File: src/rtl/board_write_arbiter.sv
// Round-robin arbiter for the board BRAM write port, with a full-board clear sweep; one registered write per grant, ack one cycle after req is seen.
// hold stalls new grants and freezes the clear sweep; requesters keep req high until their ack.
module board_write_arbiter #(
    parameter int NUM_CELLS = 256,
    parameter int ADDR_W    = 9,
    parameter int COLOUR_W  = 3
) (
    input  logic                  clock,
    input  logic                  reset,
    input  logic [3:0]            req,
    input  logic [4*ADDR_W-1:0]   req_addr,
    input  logic [4*COLOUR_W-1:0] req_colour,
    input  logic                  hold,
    input  logic                  clear_start,
    input  logic [COLOUR_W-1:0]   clear_colour,
    output logic [3:0]            ack,
    output logic                  mem_wren,
    output logic [ADDR_W-1:0]     mem_address,
    output logic [COLOUR_W-1:0]   mem_data,
    output logic                  clear_busy,
    output logic                  clear_done
);

    typedef enum logic [1:0] {
        ST_IDLE  = 2'd0,
        ST_WRITE = 2'd1,
        ST_CLEAR = 2'd2
    } state_t;

    localparam logic [ADDR_W-1:0] LAST_CELL = ADDR_W'(NUM_CELLS - 1);
    localparam logic [ADDR_W:0]   CELLS_EXT = (ADDR_W + 1)'(NUM_CELLS);

    state_t              state_q, state_d;
    logic [1:0]          last_grant_q, last_grant_d;
    logic                clear_pending_q, clear_pending_d;
    logic [ADDR_W-1:0]   counter_q, counter_d;
    logic [COLOUR_W-1:0] fill_colour_q, fill_colour_d;
    logic [3:0]          ack_q, ack_d;
    logic                wren_q, wren_d;
    logic [ADDR_W-1:0]   addr_q, addr_d;
    logic [COLOUR_W-1:0] data_q, data_d;
    logic                busy_q, busy_d;
    logic                done_q, done_d;

    logic                win_vld;
    logic [1:0]          win_idx;
    logic [1:0]          cand;
    logic [ADDR_W-1:0]   win_addr;
    logic [COLOUR_W-1:0] win_colour;

    // Search starts one past the last winner so every requester gets a turn.
    always_comb begin
        win_vld = 1'b0;
        win_idx = last_grant_q;
        cand    = last_grant_q;
        for (int k = 1; k <= 4; k++) begin
            cand = last_grant_q + 2'(k);
            if (!win_vld && req[cand]) begin
                win_vld = 1'b1;
                win_idx = cand;
            end
        end
    end

    assign win_addr   = req_addr[int'(win_idx) * ADDR_W +: ADDR_W];
    assign win_colour = req_colour[int'(win_idx) * COLOUR_W +: COLOUR_W];

    always_comb begin
        state_d         = state_q;
        last_grant_d    = last_grant_q;
        clear_pending_d = clear_pending_q;
        counter_d       = counter_q;
        fill_colour_d   = fill_colour_q;
        ack_d           = 4'b0000;
        wren_d          = 1'b0;
        addr_d          = addr_q;
        data_d          = data_q;
        busy_d          = 1'b0;
        done_d          = 1'b0;

        case (state_q)
            ST_IDLE: begin
                if (clear_start) begin
                    clear_pending_d = 1'b1;
                end
                if (!hold) begin
                    if (clear_pending_q) begin
                        state_d         = ST_CLEAR;
                        clear_pending_d = 1'b0;
                        fill_colour_d   = clear_colour;
                        counter_d       = '0;
                        wren_d          = 1'b1;
                        addr_d          = '0;
                        data_d          = clear_colour;
                        busy_d          = 1'b1;
                    end else if (!clear_start && win_vld) begin
                        // A clear arriving alongside requests is latched first and wins next cycle.
                        state_d      = ST_WRITE;
                        last_grant_d = win_idx;
                        ack_d        = 4'b0001 << win_idx;
                        addr_d       = win_addr;
                        data_d       = win_colour;
                        wren_d       = ({1'b0, win_addr} < CELLS_EXT);
                    end
                end
            end

            ST_WRITE: begin
                state_d = ST_IDLE;
                if (clear_start) begin
                    clear_pending_d = 1'b1;
                end
            end

            ST_CLEAR: begin
                if (wren_q && (counter_q == LAST_CELL)) begin
                    state_d = ST_IDLE;
                    done_d  = 1'b1;
                end else begin
                    busy_d = 1'b1;
                    // Advance only after a cell was actually written, so a hold never skips one.
                    if (wren_q) begin
                        counter_d = counter_q + ADDR_W'(1);
                    end
                    wren_d = !hold;
                    addr_d = counter_d;
                    data_d = fill_colour_q;
                end
            end

            default: begin
                state_d = ST_IDLE;
            end
        endcase
    end

    always_ff @(posedge clock) begin
        if (reset) begin
            state_q         <= ST_IDLE;
            last_grant_q    <= 2'd3;
            clear_pending_q <= 1'b0;
            counter_q       <= '0;
            fill_colour_q   <= '0;
            ack_q           <= 4'b0000;
            wren_q          <= 1'b0;
            addr_q          <= '0;
            data_q          <= '0;
            busy_q          <= 1'b0;
            done_q          <= 1'b0;
        end else begin
            state_q         <= state_d;
            last_grant_q    <= last_grant_d;
            clear_pending_q <= clear_pending_d;
            counter_q       <= counter_d;
            fill_colour_q   <= fill_colour_d;
            ack_q           <= ack_d;
            wren_q          <= wren_d;
            addr_q          <= addr_d;
            data_q          <= data_d;
            busy_q          <= busy_d;
            done_q          <= done_d;
        end
    end

    assign ack         = ack_q;
    assign mem_wren    = wren_q;
    assign mem_address = addr_q;
    assign mem_data    = data_q;
    assign clear_busy  = busy_q;
    assign clear_done  = done_q;

endmodule

File: config.mk
export PLATFORM = sky130hd
export DESIGN_NAME = board_write_arbiter
export DESIGN_NICKNAME = d
export VERILOG_FILES = /design/src/rtl/board_write_arbiter.sv
export SDC_FILE = /design/constraint.sdc
export NUM_CORES = 1
export LEC_CHECK = 0
export ABC_AREA = 1
export ABC_CLOCK_PERIOD_IN_PS = 2100
export CAP_MARGIN = 10
export CELL_PAD_IN_SITES_DETAIL_PLACEMENT = 0
export CELL_PAD_IN_SITES_GLOBAL_PLACEMENT = 1
export CORE_ASPECT_RATIO = 0.6
export CORE_MARGIN = 2
export CORE_UTILIZATION = 31
export CTS_CLUSTER_SIZE = 25
export DETAILED_ROUTE_END_ITERATION = 7
export PLACE_DENSITY = 0.9
export REMOVE_ABC_BUFFERS = 1
export SKIP_CTS_REPAIR_TIMING = 1
export SLEW_MARGIN = 20
export SYNTH_ARGS = -nofsm -noshare
export SYNTH_HDL_FRONTEND = slang
export SYNTH_SLANG_ARGS = --single-unit
export TNS_END_PERCENT = 30
File: constraint.sdc
create_clock -name clock -period 2.1 [get_ports clock]
set_input_delay 0.315 -clock clock [delete_from_list [all_inputs] [get_ports clock]]
set_output_delay 0.315 -clock clock [all_outputs]
set_load 0.03 [all_outputs]
==> impl_metrics.env <==
export IMPL_grt_pass1_wl_mm=11.4
export IMPL_worstMarginPinSlew_ns=0.583
export IMPL_clock_power_share_pct=27.5
export IMPL_insertion_delay_ns=0.28
export IMPL_num_rows=24
export IMPL_powerDensity_mw_per_mm2=782
export IMPL_core_mm2=0.00727
export IMPL_antenna_cells=0
export IMPL_grtUsageMet1_pct=24.8
export IMPL_reg2reg_slack_ns=0.18
export IMPL_irDropWorstVdd_v=0.000361
export IMPL_clkSlewWorstSetupHoldPaths_ns=0.06
export IMPL_min_period_ns=1.92
export IMPL_swShare_pct=36.3
export IMPL_synthMuxAreaShare_pct=0
export IMPL_met3_usage_pct=4.20
export IMPL_synth_top_family_by_area="simple AND/OR/NAND/NOR gates"
export IMPL_yosys_area_share_adder_pct=1.07
export IMPL_yosysSeqAreaShare_pct=30.9
export IMPL_antenna_found_initial=0
export IMPL_critPathRequiredTime_ns=2.27
export IMPL_whs_path_depth=2
export IMPL_power_frac_seq_pct=29.2
export IMPL_synth_edf_count=0
export IMPL_switching_power_mw=0.983
export IMPL_yosys_area_share_simple_pct=45.6
export IMPL_hold_path_class="reg -> reg"
export IMPL_grt_max_degree=19
export IMPL_setup_viol=0
export IMPL_finClkSkew_ns=0.00438
export IMPL_die_area_mm2=0.00826
export IMPL_power_mw=2.71
export IMPL_synth_compound_area_share_pct=11.6
export IMPL_grt_pass1_vias=2448
export IMPL_status="finished clean"
export IMPL_track_usage_pct=17.4
export IMPL_ys_ff_latch=36
export IMPL_slew_headroom_pct=61.0
export IMPL_busiest_layer="met2"
export IMPL_syn_inst=387
export IMPL_drt_iter0_drc=221
export IMPL_slew_viol_final=0
export IMPL_dpl_hpwl_mm=5.42
export IMPL_crit_path_max_fanout=18
export IMPL_period_share_pct=91.6
export IMPL_io_pins=78
export IMPL_h_tree_depth=2
export IMPL_ys_types=27
export IMPL_grt_use_met2_pct=26.3
export IMPL_ff2ff_path_depth=12
export IMPL_synthTopCellsByArea="dfxtp_1 31%, nand2_1 21%, nand3_1 11%"
export IMPL_cts_sinks=36
export IMPL_io_buffer_count=77
export IMPL_cp_arrival_ns=2.09
export IMPL_nNetsFinal=533
export IMPL_via_per_inst=4.71
export IMPL_rsz0062_at_grt="no"
export IMPL_p_int_mw=1.72
export IMPL_nFillCells=765
export IMPL_initial_core_util_pct=32.1
export IMPL_whs_ns=0.463
export IMPL_antenna_left=0
export IMPL_drc=0
export IMPL_cts_made_buffers=5
export IMPL_cts_buffer_depth=2
export IMPL_cts_root_buf="clkbuf_16"
export IMPL_dr_pass1_iters=5
export IMPL_crit_path_start_kind="register"
export IMPL_synthTopCellsByCount="129 x nand2_1, 53 x nand3_1, 41 x nor2_1"
export IMPL_dpl_worst_slack_ns=-0.00155
export IMPL_wl_mm=6.88
export IMPL_leakagePower_nw=1.53
export IMPL_cap_violations=0
export IMPL_drive_gt1_share_pct=10.6
export IMPL_vias=2715
export IMPL_gp_congestion=0.876
export IMPL_yosysMostFrequentCell="nand2_1"
export IMPL_crit_type="reg -> reg"
export IMPL_grt_ovfl_total=0
export IMPL_die_w_um=116
export IMPL_multi_input_area_mm2=0.00136
export IMPL_critPathCaptureType="register"
export IMPL_setup_slack_ns=0.177
export IMPL_synth_async_sr_flop_share_pct=0
export IMPL_die_h_um=71.2
export IMPL_synth_warning_count=0
export IMPL_cts_tree="done"
export IMPL_synth_top_area_share_pct=30.9
export IMPL_synth_xor_area_share_pct=0
export IMPL_avgSynthCellArea_um2=6.03
export IMPL_ff_latch_area_um2=723
export IMPL_synth_area_mm2=0.00233
export IMPL_area_growth_pct=48.3
export IMPL_p_comb_share_pct=43.3
export IMPL_wl_per_cell_um=11.9
export IMPL_synth_top_area_cell="dfxtp_1"
export IMPL_yosys_most_used_dff="dfxtp_1"
export IMPL_fmax_ghz=0.520
export IMPL_hold_violations=0
final timing paths:
kind / start / to
hold / removal: fill_colour_q[0] / fill_colour_q[0]
hold reg to reg: fill_colour_q[0] / fill_colour_q[0]
setup / recovery: counter_q[1] / mem_address[3]
setup reg to reg: counter_q[1] / mem_address[3]
power by group through the flow:
stage | sequential, mW | combinational, mW | clock (mW)
floorplan | 0.882 | 0.586 | 0
global placement | 0.804 | 1.16 | 0
detailed placement | 0.803 | 1.17 | 0
CTS | 0.789 | 1.17 | 0.761
global route | 0.796 | 1.29 | 0.791
finish | 0.790 | 1.17 | 0.745
cells by family after synthesis:
| group | count (synthesis) |
|---|---|
| AND/OR/NAND/NOR | 244 |
| buffers and inverters | 54 |
| flip-flops | 36 |
| adder cells (fa/ha/maj) | 2 |
| AO/OA/AOI/OAI | 51 |
flip-flops by register name (all words and copies together), names as in the netlist:
register	flops
ack	4
clear_busy	1
clear_done	1
clear_pending_q	1
counter_q	9
fill_colour_q	3
last_grant_q	2
mem_address	9
mem_data	3
mem_wren	1
state_q	2
layout make-up:
| class | instances | share of cell area [%] |
|---|---|---|
| Multi-Input combinational cell | 297 | 39.4 |
| Timing Repair Buffer | 93 | 27.2 |
| Sequential cell | 36 | 20.9 |
| Inverter | 39 | 4.45 |
| Clock buffer | 6 | 4.01 |
| Tap cell | 104 | 3.76 |
| Clock inverter | 2 | 0.289 |
critical path: stages (launching register included):
cell	delay [ns]
dfxtp_2	0.34
ha_1	0.19
and3_1	0.19
inv_1	0.05
nor2_1	0.04
ha_1	0.17
nand2_1	0.11
nand2_2	0.09
o21ai_0	0.09
nand2_1	0.15
buf_12	0.18
nor2_1	0.13
a21oi_1	0.08
metal layers:
metal / vias up / part of all wire, %
li1: 1405 / -
met1: 1199 / 50
met2: 104 / 42
met3: 7 / 6.8
met4: 0 / 1.1
met5: - / 0
cell usage in the layout (no fill, tap or decap), drive strengths merged:
| cell | synthesis | final |
|---|---|---|
| inv | 39 | 39 |
| clkinv | 0 | 2 |
| a21oi | 36 | 36 |
| nor3 | 2 | 2 |
| nand4 | 2 | 2 |
| buf | 10 | 16 |
| ha | 2 | 2 |
| dfxtp | 36 | 36 |
| nand3 | 54 | 54 |
| clkdlybuf4s50 | 0 | 77 |
| clkbuf | 5 | 6 |
| nor2 | 42 | 42 |
| a211oi | 3 | 3 |
| a31o | 1 | 1 |
| nand2 | 143 | 143 |
| and3 | 1 | 1 |
| a31oi | 1 | 1 |
| o21ai | 10 | 10 |
through the flow:
step | setup TNS, ns | instances | util [%] | cell area [um^2]
2_1_floorplan | 0 | 372 | - | 2230
3_3_place_gp | 0 | 569 | 45.5 | 3310
3_5_place_dp | -0.00155 | 569 | 45.5 | 3310
4_1_cts | 0 | 577 | 47.5 | 3450
5_1_grt | 0 | 577 | 47.6 | 3460
6_report | 0 | 577 | 47.6 | 3460
(Power assumes the default switching activity.)
